### config.mk
export PLATFORM = sky130hd
export DESIGN_NAME = sw_debounce_latch
export DESIGN_NICKNAME = d
export VERILOG_FILES = /design/src/rtl/sw_db_pkg.sv /design/src/rtl/sync_2ff.sv /design/src/rtl/sw_debounce_latch.sv
export SDC_FILE = /design/constraint.sdc
export NUM_CORES = 1
export LEC_CHECK = 0
export BUFFER_PORTS_ARGS = -buffer_cell sky130_fd_sc_hd__clkbuf_2
export CAP_MARGIN = 20
export CELL_PAD_IN_SITES_DETAIL_PLACEMENT = 2
export CELL_PAD_IN_SITES_GLOBAL_PLACEMENT = 2
export CORE_AREA = 2 2 87 89
export DETAILED_ROUTE_END_ITERATION = 7
export DIE_AREA = 0 0 89 91
export PLACE_DENSITY_LB_ADDON = 0.2
export SYNTH_ARGS = -nofsm -noshare
export SYNTH_HDL_FRONTEND = slang
export SYNTH_SLANG_ARGS = --single-unit
### constraint.sdc
create_clock -name clk -period 2.5 [get_ports clk]
set_input_delay 0.25 -clock clk [delete_from_list [all_inputs] [get_ports clk]]
set_output_delay 0.25 -clock clk [all_outputs]
set_load 0.03 [all_outputs]
### src/rtl/sw_db_pkg.sv
// ---------------------------------------------------------------------------
// sw_db_pkg
// Shared definitions for the slide-switch debouncer.
//   db_state_t         : debounce FSM state (IDLE, SETTLE)
//   DB_CYCLES_DEFAULT  : default settle window, 10 ms at 50 MHz
// ---------------------------------------------------------------------------
package sw_db_pkg;

  typedef enum logic {
    IDLE   = 1'b0,
    SETTLE = 1'b1
  } db_state_t;

  localparam int DB_CYCLES_DEFAULT = 500000;

endpackage : sw_db_pkg

### src/rtl/sync_2ff.sv
// ---------------------------------------------------------------------------
// sync_2ff
// Two-flop synchronizer bringing an asynchronous vector into the clk domain.
// Ports:
//   clk   : system clock
//   clrn  : asynchronous active-low reset, clears both stages
//   d     : asynchronous input vector
//   q     : synchronized output (second stage)
// ---------------------------------------------------------------------------
module sync_2ff #(
  parameter int WIDTH = 8
) (
  input  logic             clk,
  input  logic             clrn,
  input  logic [WIDTH-1:0] d,
  output logic [WIDTH-1:0] q
);

  logic [WIDTH-1:0] sync1;

  // One independent two-stage chain per bit; bits are not coherent with
  // each other, which the downstream settle window absorbs.
  generate
    for (genvar gi = 0; gi < WIDTH; gi++) begin : g_bit
      always_ff @(posedge clk or negedge clrn) begin
        if (!clrn) begin
          sync1[gi] <= 1'b0;
          q[gi]     <= 1'b0;
        end else begin
          sync1[gi] <= d[gi];
          q[gi]     <= sync1[gi];
        end
      end
    end
  endgenerate

endmodule : sync_2ff

### src/rtl/sw_debounce_latch.sv
// ---------------------------------------------------------------------------
// sw_debounce_latch
// Debounces an 8-bit slide-switch vector and latches the settled value for
// a downstream 8-to-3 priority encoder.
// Ports:
//   clk     : system clock, all state on rising edge
//   clrn    : asynchronous active-low reset
//   sw      : raw bouncing switch vector (asynchronous)
//   hold    : when high, commit is suppressed and x_out stays frozen
//   x_out   : debounced stable vector
//   x_chg   : one-cycle pulse in the first cycle x_out shows a new value
//   chg_cnt : (only with SW_DB_CHG_CNT_EN defined) count of x_chg pulses,
//             wraps 255 -> 0
// Parameters:
//   DB_CYCLES : cycles the synchronized vector must hold before commit
//   CNT_W     : settle counter width, 2**CNT_W >= DB_CYCLES
// Optional feature macro: SW_DB_CHG_CNT_EN
// ---------------------------------------------------------------------------
module sw_debounce_latch
  import sw_db_pkg::*;
#(
  parameter int DB_CYCLES = DB_CYCLES_DEFAULT,
  parameter int CNT_W     = 20
) (
  input  logic       clk,
  input  logic       clrn,
  input  logic [7:0] sw,
  input  logic       hold,
  output logic [7:0] x_out,
`ifdef SW_DB_CHG_CNT_EN
  output logic [7:0] chg_cnt,
`endif
  output logic       x_chg
);

  localparam logic [CNT_W-1:0] CNT_MAX = CNT_W'(DB_CYCLES - 1);

  logic [7:0]       sync2;
  logic [7:0]       cand;
  logic [CNT_W-1:0] cnt;
  db_state_t        state;

  sync_2ff #(
    .WIDTH (8)
  ) u_sync (
    .clk  (clk),
    .clrn (clrn),
    .d    (sw),
    .q    (sync2)
  );

  always_ff @(posedge clk or negedge clrn) begin
    if (!clrn) begin
      state <= IDLE;
      cand  <= '0;
      cnt   <= '0;
      x_out <= '0;
      x_chg <= 1'b0;
    end else begin
      x_chg <= 1'b0;
      case (state)
        IDLE: begin
          if (sync2 != x_out) begin
            cand  <= sync2;
            cnt   <= '0;
            state <= SETTLE;
          end
        end
        SETTLE: begin
          if (sync2 != cand) begin
            // Any bounce restarts the settle window on the new value.
            cand <= sync2;
            cnt  <= '0;
          end else if (cnt != CNT_MAX) begin
            cnt <= cnt + 1'b1;
          end else if (!hold) begin
            // Counter sits at CNT_MAX while hold is high, so commit happens
            // on the first cycle hold drops. A candidate that drifted back
            // to the current output commits silently.
            x_out <= cand;
            x_chg <= (cand != x_out);
            state <= IDLE;
          end
        end
        default: state <= IDLE;
      endcase
    end
  end

`ifdef SW_DB_CHG_CNT_EN
  always_ff @(posedge clk or negedge clrn) begin
    if (!clrn) begin
      chg_cnt <= '0;
    end else if (x_chg) begin
      chg_cnt <= chg_cnt + 8'd1;
    end
  end
`endif

endmodule : sw_debounce_latch
==> metrics.md, run 1 <==
| Metric | Value |
|---|---|
| Switching Share | 24.1% |
| Share of layout cells above drive strength 1 | 20.7% |
| I/O pins | 20 |
| Yosys cell types | 36 |
| Iter 0 DRT Violations | 79 |
| Final period util | 88.4% |
| Root Buffer | clkbuf_8 |
| Post-synthesis sequential area ratio | 55.2% |
| DP Wirelength | 4.12 mm |
| Clock slew at reported path FFs | 0.10 ns |
| Die Y | 91 microns |
| Clock Sinks | 54 |
| Worst Reg-to-Reg Cells | 6 |
| Count leader, synth | dfrtp_1 |
| Synth top cells by count | dfrtp_1 (54), nand2_1 (24), nand3_1 (17) |
| Max-cap violations | 0 |
| Detailed Route WL | 5.85 mm |
| Switching power | 0.000353 W |
| Worst VDD drop | 0.000219 V |
| PD cells | 526 nW/um^2 |
| Syn Std Cell Area | 2450 sq um |
| Total CTS buffers | 5 |
| Post-CTS setup buffer count | 0 |
| Drt drc | 0 |
| Crit path cell chain | xnor2_1, nand3_1, or3_1, nor3_4, buf_4, mux2_2 |
| Gr usage total | 15.8% |
| Post-Synthesis Cells | 223 |
| Die ar. | 8100 sq um |
| Slew headroom | 52.8% |
| Ys Warns | 0 |
| Int Power | 0.00111 W |
| CP max stage delay | 0.43 ns |
| Final Util | 39.1% |
| Logic pwr share | 4.6% |
| CTS H-tree lvls | 2 |
| Clock tree buffer depth | 2 |
| Worst skew pair latency | 0.31 ns |
| Slew of the pin with the lowest slew margin | 0.709 ns |
| Port bufs | 19 |
| Syn_nets | 235 |
| Post-CTS Hold Buffers | 0 |
| Hold Crit Depth | 1 |
| Unrepaired setup endpoints after global routing | false |
| Sequential Power Share | 62.2% |
| Leakage power | 1.20 nW |
| Yosys top cell area share | 55.2% |
| Vias/cell | 5.04 |
| Synthesized flop and latch total | 54 |
| Final Power | 0.00147 W |
| Status | finished, final reports clean |
| Async SR Flop Fraction | 100% |
| Gp weighted congestion | 0.767 |
| Max Fclk | 453 MHz |
| Initial antenna violation count | 0 |
| Setup_tns | 0 ns |
| Avg Inst Size Synth | 11.0 sq um |
| Clock Skews | 0.00692 ns |
| Max FO, Critical Path | 7 |
| CP Launch Type | register |
| Drt pass-1 iters | 3 |
| Tmin final | 2.21 ns |
| First-pass GRT wire length | 9.94 mm |
| Avg WL per Cell | 16.7 microns |
| Final Hold Vio Count | 0 |
| Critical Path End Type | register |
| WP data required | 2.70 ns |
| Top FF cell, synth | dfrtp_1 |
| Crit Path Class | reg -> reg |
| Congestion Overflow GR | 0 |
| Nets | 263 |
| Die Width | 89 microns |
| Worst endpoint data arrival time | 2.41 ns |
| Hold Crit Class | in -> reg |
| Largest net degree at the start of global routing | 55 |
| DR vias | 1,764 |
| Final Slew Violations | 0 |
| Antenna viol nets, final | 0 |
| Yosys top cell by area | dfrtp_1 |
| Final setup violation count | 0 |
| Ant. Diodes | 0 |
| Core box area | 7140 sq um |
| Vias in the first global route | 1,952 |
| PostCTS Resize Cnt | 0 |
| Synth area leaders | dfrtp_1 (55%), mux2_2 (6.4%), xnor2_1 (5.4%), nand2_1 (3.7%), xor2_1 (3.6%) |
| Area Overhead vs Synth | 14.0% |
| Starting Density | 34.3% |
| Post-synth EDFFs | 0 |
| TritonCTS clock tree | built |
| Clock power share | 33.2% |
| Crit-path slowest cell | dfrtp_1 |
| # rows | 31 |
## layout make-up
class,instances,area (sq um)
Fill cell,786,4350
Tap cell,99,124
Sequential cell,54,1350
Multi-Input combinational cell,160,1070
Clock buffer,5,68.8
Clock inverter,2,15.0
Timing Repair Buffer,26,148
Inverter,4,15.0
## worst max-delay path, delay by kind of cell (launching register included)
family	cells	cell delay [ns]
xor+xnor	1	0.28
buf+inv	1	0.21
flops	1	0.43
mux	1	0.34
simple gates	3	0.84
## worst paths after layout
| kind | startpoint | end | slack (ns) |
|---|---|---|---|
| min in group asynchronous | clrn | cnt[13] | 0.05 |
| hold reg to reg | u_sync.sync1[0] | u_sync.q[0] | 0.36 |
| hold / removal | sw[4] | u_sync.sync1[4] | 0.04 |
| setup reg to reg | u_sync.q[4] | x_out[0] | 0.29 |
| max in group asynchronous | clrn | x_out[6] | 1.96 |
| setup / recovery | u_sync.q[4] | x_out[0] | 0.29 |
## cell usage in the layout (no fill, tap or decap), types with 9 or more instances in the layout
master,n
nand3_1,17
o21ai_0,14
a21oi_1,9
clkbuf_2,19
nor2_1,14
dfrtp_1,54
xnor2_1,15
mux2_2,14
xor2_1,10
nand2_1,24
## layer usage
layer | track usage (%) | routed length, microns | vias to the layer above
li1 | - | - | 856
met3 | 2.45 | 124 | 5
met4 | 4.48 | 65 | 0
met5 | 0 | 0 | -
met2 | 24.2 | 2700 | 15
met1 | 23.2 | 2960 | 888
## kinds of logic (layout without fill, tap and decap cells)
logic type,Yosys count,after routing,share of synthesized area [%]
AND/OR/NAND/NOR,82,82,17.7
buffers and inverters,9,37,1.48
AO/OA/AOI/OAI,38,38,9.66
XOR/XNOR,25,25,8.95
multiplexers,14,14,6.44
flip-flops,54,54,55.2
adder cells (fa/ha/maj),1,1,0.511
## through the flow
step	hold WS (ns)	cell area (sq um)	cells	setup slack [ns]
detailed placement	0.337	2710	343	0.319
floorplan	-0.0456	2450	223	0.511
global route	0.0222	2790	350	0.204
CTS	0.0242	2790	350	0.292
finish	0.0411	2790	350	0.291
global placement	0.333	2710	343	0.425
## state kept, by name, indices dropped and copies added, names as in the netlist
register      count
cand              8
u_sync.sync1      8
u_sync.q          8
state             1
x_chg             1
x_out             8
cnt              20
## power groups by stage
| stage | logic (W) | clock network [W] | registers, W |
|---|---|---|---|
| 2_1_floorplan | 0.0000319 | 0 | 0.000925 |
| 3_3_place_gp | 0.0000677 | 0 | 0.000929 |
| 3_5_place_dp | 0.0000695 | 0 | 0.000930 |
| 4_1_cts | 0.0000702 | 0.000518 | 0.000913 |
| 5_1_grt | 0.0000761 | 0.000544 | 0.000916 |
| 6_report | 0.0000674 | 0.000487 | 0.000913 |
Power figures use the tool's default switching activity.
==> inputs of run 2 (changes only) <==
- BUFFER_PORTS_ARGS: -buffer_cell sky130_fd_sc_hd__clkbuf_2 -> -buffer_cell sky130_fd_sc_hd__buf_4
- CELL_PAD_IN_SITES_DETAIL_PLACEMENT: 2 -> 1
- CELL_PAD_IN_SITES_GLOBAL_PLACEMENT: 2 -> 1
==> run 2 against run 1 <==
Against the previous run: die area is the same; sequential share of layout area down 0.96 points; clock skew increased by 0.00083 ns; fmax rose by 5.6%; flip-flop and latch count is the same; register-to-register slack gained 0.12 ns; first-iteration DRC count is 46% lower; count of clock-buffer cells in the layout unchanged; clock power up 8.6%; core utilization rose by 0.79 points; sequential power about the same; power grew 2.9%.
==> metrics.md, run 2 (synthesis results as in run 1) <==
| Metric | Value |
|---|---|
| Port bufs | 19 |
| Die ar. | 8100 sq um |
| PostCTS Resize Cnt | 0 |
| Clock slew at reported path FFs | 0.11 ns |
| Slew of the pin with the lowest slew margin | 0.682 ns |
| Leakage power | 1.23 nW |
| First-pass GRT wire length | 9.37 mm |
| Gr usage total | 14.9% |
| # rows | 31 |
| Max Fclk | 478 MHz |
| Worst Reg-to-Reg Cells | 6 |
| Crit Path Class | reg -> reg |
| Placement Setup Slack | 0.415 ns |
| Vias/cell | 4.96 |
| Clock Sinks | 54 |
| Gp weighted congestion | 0.727 |
| I/O pins | 20 |
| Total CTS buffers | 5 |
| Antenna viol nets, final | 0 |
| Commonest non-fill, non-tap cell in the layout | dfrtp_1 |
| Hold Crit Class | in -> reg |
| Worst skew pair latency | 0.31 ns |
| Iter 0 DRT Violations | 43 |
| CP Launch Type | register |
| Area Overhead vs Synth | 16.3% |
| Final setup margin | 0.408 ns |
| Vias in the first global route | 1,868 |
| TritonCTS clock tree | built |
| Placed insts | 341 |
| Final Power | 0.00151 W |
| PD cells | 530 nW/um^2 |
| Core box area | 7140 sq um |
| Die Width | 89 microns |
| Critical Path End Type | register |
| Final period util | 83.7% |
| Register with the highest flop count | cnt |
| Worst VDD drop | 0.000299 V |
| DP Wirelength | 3.60 mm |
| Worst endpoint data arrival time | 2.35 ns |
| Tmin final | 2.09 ns |
| Hold Crit Depth | 1 |
| Largest net degree at the start of global routing | 55 |
| Max FO, Critical Path | 21 |
| Clock tree buffer depth | 2 |
| Congestion Overflow GR | 0 |
| Clock Skews | 0.00775 ns |
| Drt drc | 0 |
| Post-CTS Hold Buffers | 1 |
| Drt pass-1 iters | 4 |
| Initial antenna violation count | 0 |
| Die Y | 91 microns |
| Status | finished, final reports clean |
| Max-cap violations | 0 |
| Slew headroom | 54.5% |
| Root Buffer | clkbuf_8 |
| Setup_tns | 0 ns |
| Detailed Route WL | 5.24 mm |
| Final Non-Filler Cells | 350 |
| Share of layout cells above drive strength 1 | 20.3% |
| Post-CTS setup buffer count | 0 |
| Final setup violation count | 0 |
| CTS H-tree lvls | 2 |
| Nets | 262 |
| Avg WL per Cell | 15.0 microns |
| Starting Density | 34.3% |
| Final Hold Vio Count | 0 |
| Ant. Diodes | 0 |
| Max FFs per register | 20 |
| Final Util | 39.9% |
| DR vias | 1,736 |
| Final Slew Violations | 0 |
| Most frequent cells in the layout | dfrtp_1 (54), nand2_1 (24), buf_4 (24) |
| Unrepaired setup endpoints after global routing | false |
| WP data required | 2.76 ns |
[run 2: changes by cell type in the layout (fill, tap and decap cells not counted), sizes merged]
cell and change:
buf +17, clkbuf -19, clkinv +1, clkinvlp -2
dlygate4sd3 +1, inv +2
[run 2: worst paths after layout]
path | startpoint | endpoint | slack (ns)
min in group asynchronous | clrn | cnt[10] | 0.51
worst max register to register | u_sync.q[7] | cnt[18] | 0.41
max in group asynchronous | clrn | u_sync.q[6] | 1.52
worst min-delay path | sw[7] | u_sync.sync1[7] | 0.03
worst min register to register | u_sync.sync1[6] | u_sync.q[6] | 0.36
worst max-delay path | u_sync.q[7] | cnt[18] | 0.41
[run 2: routing by layer]
| layer | global-route usage (%) | share of wire, % |
|---|---|---|
| met5 | 0 | 0 |
| met4 | 5.22 | 1.5 |
| met3 | 2.73 | 2.7 |
| met2 | 22.3 | 47 |
| met1 | 21.4 | 49 |
[run 2: layout make-up]
| cell class | count | area [sq um] |
|---|---|---|
| clock inverter | 3 | 28.8 |
| tap | 99 | 124 |
| multi-input combinational | 160 | 1070 |
| timing repair buffer | 25 | 190 |
| fill | 817 | 4290 |
| sequential | 54 | 1350 |
| inverter | 4 | 15.0 |
| clock buffer | 5 | 68.8 |
[run 2: metrics by stage]
| stage | instance area (sq um) | hold slack, ns |
|---|---|---|
| after floorplan | 2450 | -0.0456 |
| after global placement | 2740 | 0.332 |
| after detailed placement | 2740 | 0.337 |
| after CTS | 2850 | 0.0165 |
| after global routing | 2850 | 0.00873 |
| final | 2850 | 0.0324 |
[run 2: power breakdown]
group	switching, W	internal [W]
registers	0.0000190	0.000893
clock network	0.000319	0.000210
logic	0.0000354	0.0000332
total	0.000373	0.00114
[run 2: critical path: stages, from the launching register on]
cell and delay [ns]:
dfrtp_1 0.43, xnor2_1 0.21, nand3_1 0.13, or3_1 0.42
buf_4 0.23, or4_1 0.52, nand3_1 0.09
==> inputs of run 3 (changes only) <==
- ABC_AREA: default -> 1
- CORE_AREA: 2 2 87 89 -> 2 2 98 100
- DIE_AREA: 0 0 89 91 -> 0 0 100 102
- clock period: 2.5 -> 1.7 ns (I/O delays scaled with it)
==> run 3 against run 2 <==
Against the previous run: worst hold slack better by 0.0027 ns; die area up 26%; largest power group unchanged; critical path type unchanged; global-route usage up 2.8 points; clock skew up 0.0059 ns; final area up 44%; count of clock-buffer cells in the layout up 1; worst setup slack worse by 0.35 ns; via count up 65%; sequential power up 48%; fmax up 27%.
==> metrics.md, run 3 <==
| Metric | Value |
|---|---|
| Avg WL per Cell | 15.3 microns |
| Yosys cell types | 31 |
| Iter 0 DRT Violations | 99 |
| Nets | 500 |
| First-pass GRT wire length | 14.1 mm |
| Crit Path Class | reg -> reg |
| DP Wirelength | 6.19 mm |
| Ant. Diodes | 0 |
| Hold EP | x_chg |
| Share of layout cells above drive strength 1 | 32.3% |
| Port bufs | 19 |
| Core box area | 9110 sq um |
| Starting Density | 34.1% |
| Syn_nets | 428 |
| Total CTS buffers | 5 |
| Tmin final | 1.65 ns |
| Slew headroom | 51.9% |
| Status | finished, final reports clean |
| PD cells | 575 nW/um^2 |
| Placed insts | 562 |
| Max FO, Critical Path | 6 |
| Hold path start | hold |
| Dpl cell area | 3520 sq um |
| Unrepaired setup endpoints after global routing | true |
| Max FFs per register | 20 |
| Initial antenna violation count | 0 |
| Crit path cell chain | inv_2, nand2_2, nand2_2, nor2_4, nand2_2, nor2_4, nand3_4, clkbuf_16, o21a_1 |
| Post-synthesis sequential area ratio | 43.5% |
| Int Power | 0.00172 W |
| Most frequent cells in the layout | nand2_1 (112), buf_4 (60), nor2_1 (46), dfrtp_1 (46), inv_1 (35) |
| Post-Synthesis Cells | 416 |
| Yosys top cell area share | 43.5% |
| Drt pass-1 iters | 4 |
| Leakage power | 1.94 nW |
| Die ar. | 10,200 sq um |
| Clock power share | 32.5% |
| DR vias | 2,864 |
| CP max stage delay | 0.45 ns |
| Clock tree buffer depth | 2 |
| CP Launch Type | register |
| Worst reg-to-reg setup slack | 0.05 ns |
| CTS H-tree lvls | 2 |
| Avg Inst Size Synth | 7.47 sq um |
| Final setup violation count | 0 |
| Register with the highest flop count | cnt |
| Vias in the first global route | 2,831 |
| Final Power | 0.00236 W |
| WP data required | 1.92 ns |
| Largest net degree at the start of global routing | 55 |
| I/O pins | 20 |
| Critical Path End Type | register |
| Reg2Reg Capture Point | state |
| Worst endpoint data arrival time | 1.87 ns |
| Clock slew at reported path FFs | 0.11 ns |
| Logic pwr share | 10.4% |
| Count leader, synth | nand2_1 |
| Origin of the worst setup path | cand[2] |
| Post-synth EDFFs | 0 |
| Hold Crit Depth | 2 |
| Area Overhead vs Synth | 31.8% |
| Final Non-Filler Cells | 600 |
| Final Instance Area | 4100 sq um |
| Final Util | 45.0% |
| Vias/cell | 4.77 |
| Root Buffer | clkbuf_8 |
| Synth top cells by count | nand2_1 (129), dfrtp_1 (54), nor2_1 (51) |
| Most common cell on crit path | nand2_2 |
| Async SR Flop Fraction | 100% |
| Worst R2R Start | cand[2] |
| Commonest non-fill, non-tap cell in the layout | nand2_1 |
| TritonCTS clock tree | built |
| Die Y | 102 microns |
| Gr usage total | 17.6% |
| Hold Crit Class | in -> reg |
| Max Fclk | 608 MHz |
| Die Width | 100 microns |
| Syn Std Cell Area | 3110 sq um |
| Final period util | 96.8% |
| Yosys top cell by area | dfrtp_1 |
| Placement Setup Slack | -0.0250 ns |
| Switching Share | 27.3% |
| Worst Reg-to-Reg Cells | 9 |
| Final Slew Violations | 0 |
| Detailed Route WL | 9.20 mm |
| Gp weighted congestion | 0.803 |
| Switching power | 0.000643 W |
| Congestion Overflow GR | 0 |
| Max-cap violations | 0 |
| Drt drc | 0 |
| Top FF cell, synth | dfrtp_1 |
| Slew of the pin with the lowest slew margin | 0.721 ns |
| Synth area leaders | dfrtp_1 (43%), nand2_1 (16%), nor2_1 (6.2%), inv_1 (4.8%), nand3_1 (3.9%) |
| Sequential Power Share | 57.1% |
| Ys Warns | 0 |
| Synthesized flop and latch total | 54 |
| # rows | 35 |
| Worst VDD drop | 0.000330 V |
| Crit-path slowest cell | dfrtp_1 |
| Final Hold Vio Count | 0 |
| Worst skew pair latency | 0.32 ns |
| Final setup margin | 0.0546 ns |
| Antenna viol nets, final | 0 |
| Clock Skews | 0.0136 ns |
| Clock Sinks | 54 |
[run 3: layer usage]
layer	up-vias	share of wire, %	global-route usage [%]
met5	-	0	0
met4	0	1.7	4.11
met3	12	1.9	2.87
met2	31	47	28.2
met1	1388	49	25.2
li1	1433	-	-
[run 3: worst max path at each step]
stage | end | slack (ns) | depth (start not counted)
2_1_floorplan | cnt[18] | 0.13 | 8
3_3_place_gp | cnt[4] | -0.004 | 8
3_5_place_dp | cnt[6] | -0.03 | 10
4_1_cts | cnt[16] | 0.005 | 9
5_1_grt | cnt[6] | -0.07 | 11
6_report | state | 0.05 | 9
[run 3: critical path: cells and delay by family (launching register included)]
kind | cells | cell delay [ns]
AND/OR/NAND/NOR | 6 | 0.63
flip-flops | 1 | 0.45
buffers and inverters | 2 | 0.29
AO/OA/AOI/OAI | 1 | 0.17
[run 3: what timing repair did]
item / 4_1_cts / 5_1_grt
buffers inserted: 2 / 16
endpoints found under the setup margin: 12 / 38
hold buffers: 9 / 0
gates resized for setup: 2 / 64
pin swaps: 1 / 20
gates cloned: 0 / 3
hold endpoints to repair: 62 / 0
[run 3: per-stage QoR]
step | hold WS [ns] | TNS, ns
2_1_floorplan | -0.126 | 0
3_3_place_gp | 0.279 | -0.00451
3_5_place_dp | 0.280 | -0.110
4_1_cts | 0.0340 | 0
5_1_grt | 0.0183 | -0.720
6_report | 0.0351 | 0
[run 3: layout make-up]
| class | instances | area [sq um] |
|---|---|---|
| tap | 111 | 139 |
| multi-input combinational | 303 | 1700 |
| fill | 1160 | 5010 |
| sequential | 54 | 1360 |
| clock inverter | 2 | 16.3 |
| timing repair buffer | 73 | 617 |
| inverter | 51 | 191 |
| clock buffer | 6 | 72.6 |
[run 3: power by group through the flow]
stage | clock (W) | sequential [W] | combinational (W)
floorplan | 0 | 0.00136 | 0.000101
global placement | 0 | 0.00137 | 0.000171
detailed placement | 0 | 0.00137 | 0.000175
CTS | 0.000780 | 0.00134 | 0.000194
global route | 0.000825 | 0.00135 | 0.000275
finish | 0.000766 | 0.00135 | 0.000245
[run 3: cell families after synthesis]
family,after synthesis,synth area share (%)
fa+ha+maj,1,0.402
flops,54,43.5
xor+xnor,20,5.63
simple gates,242,34.6
buf+inv,61,8.53
compound gates,38,7.36
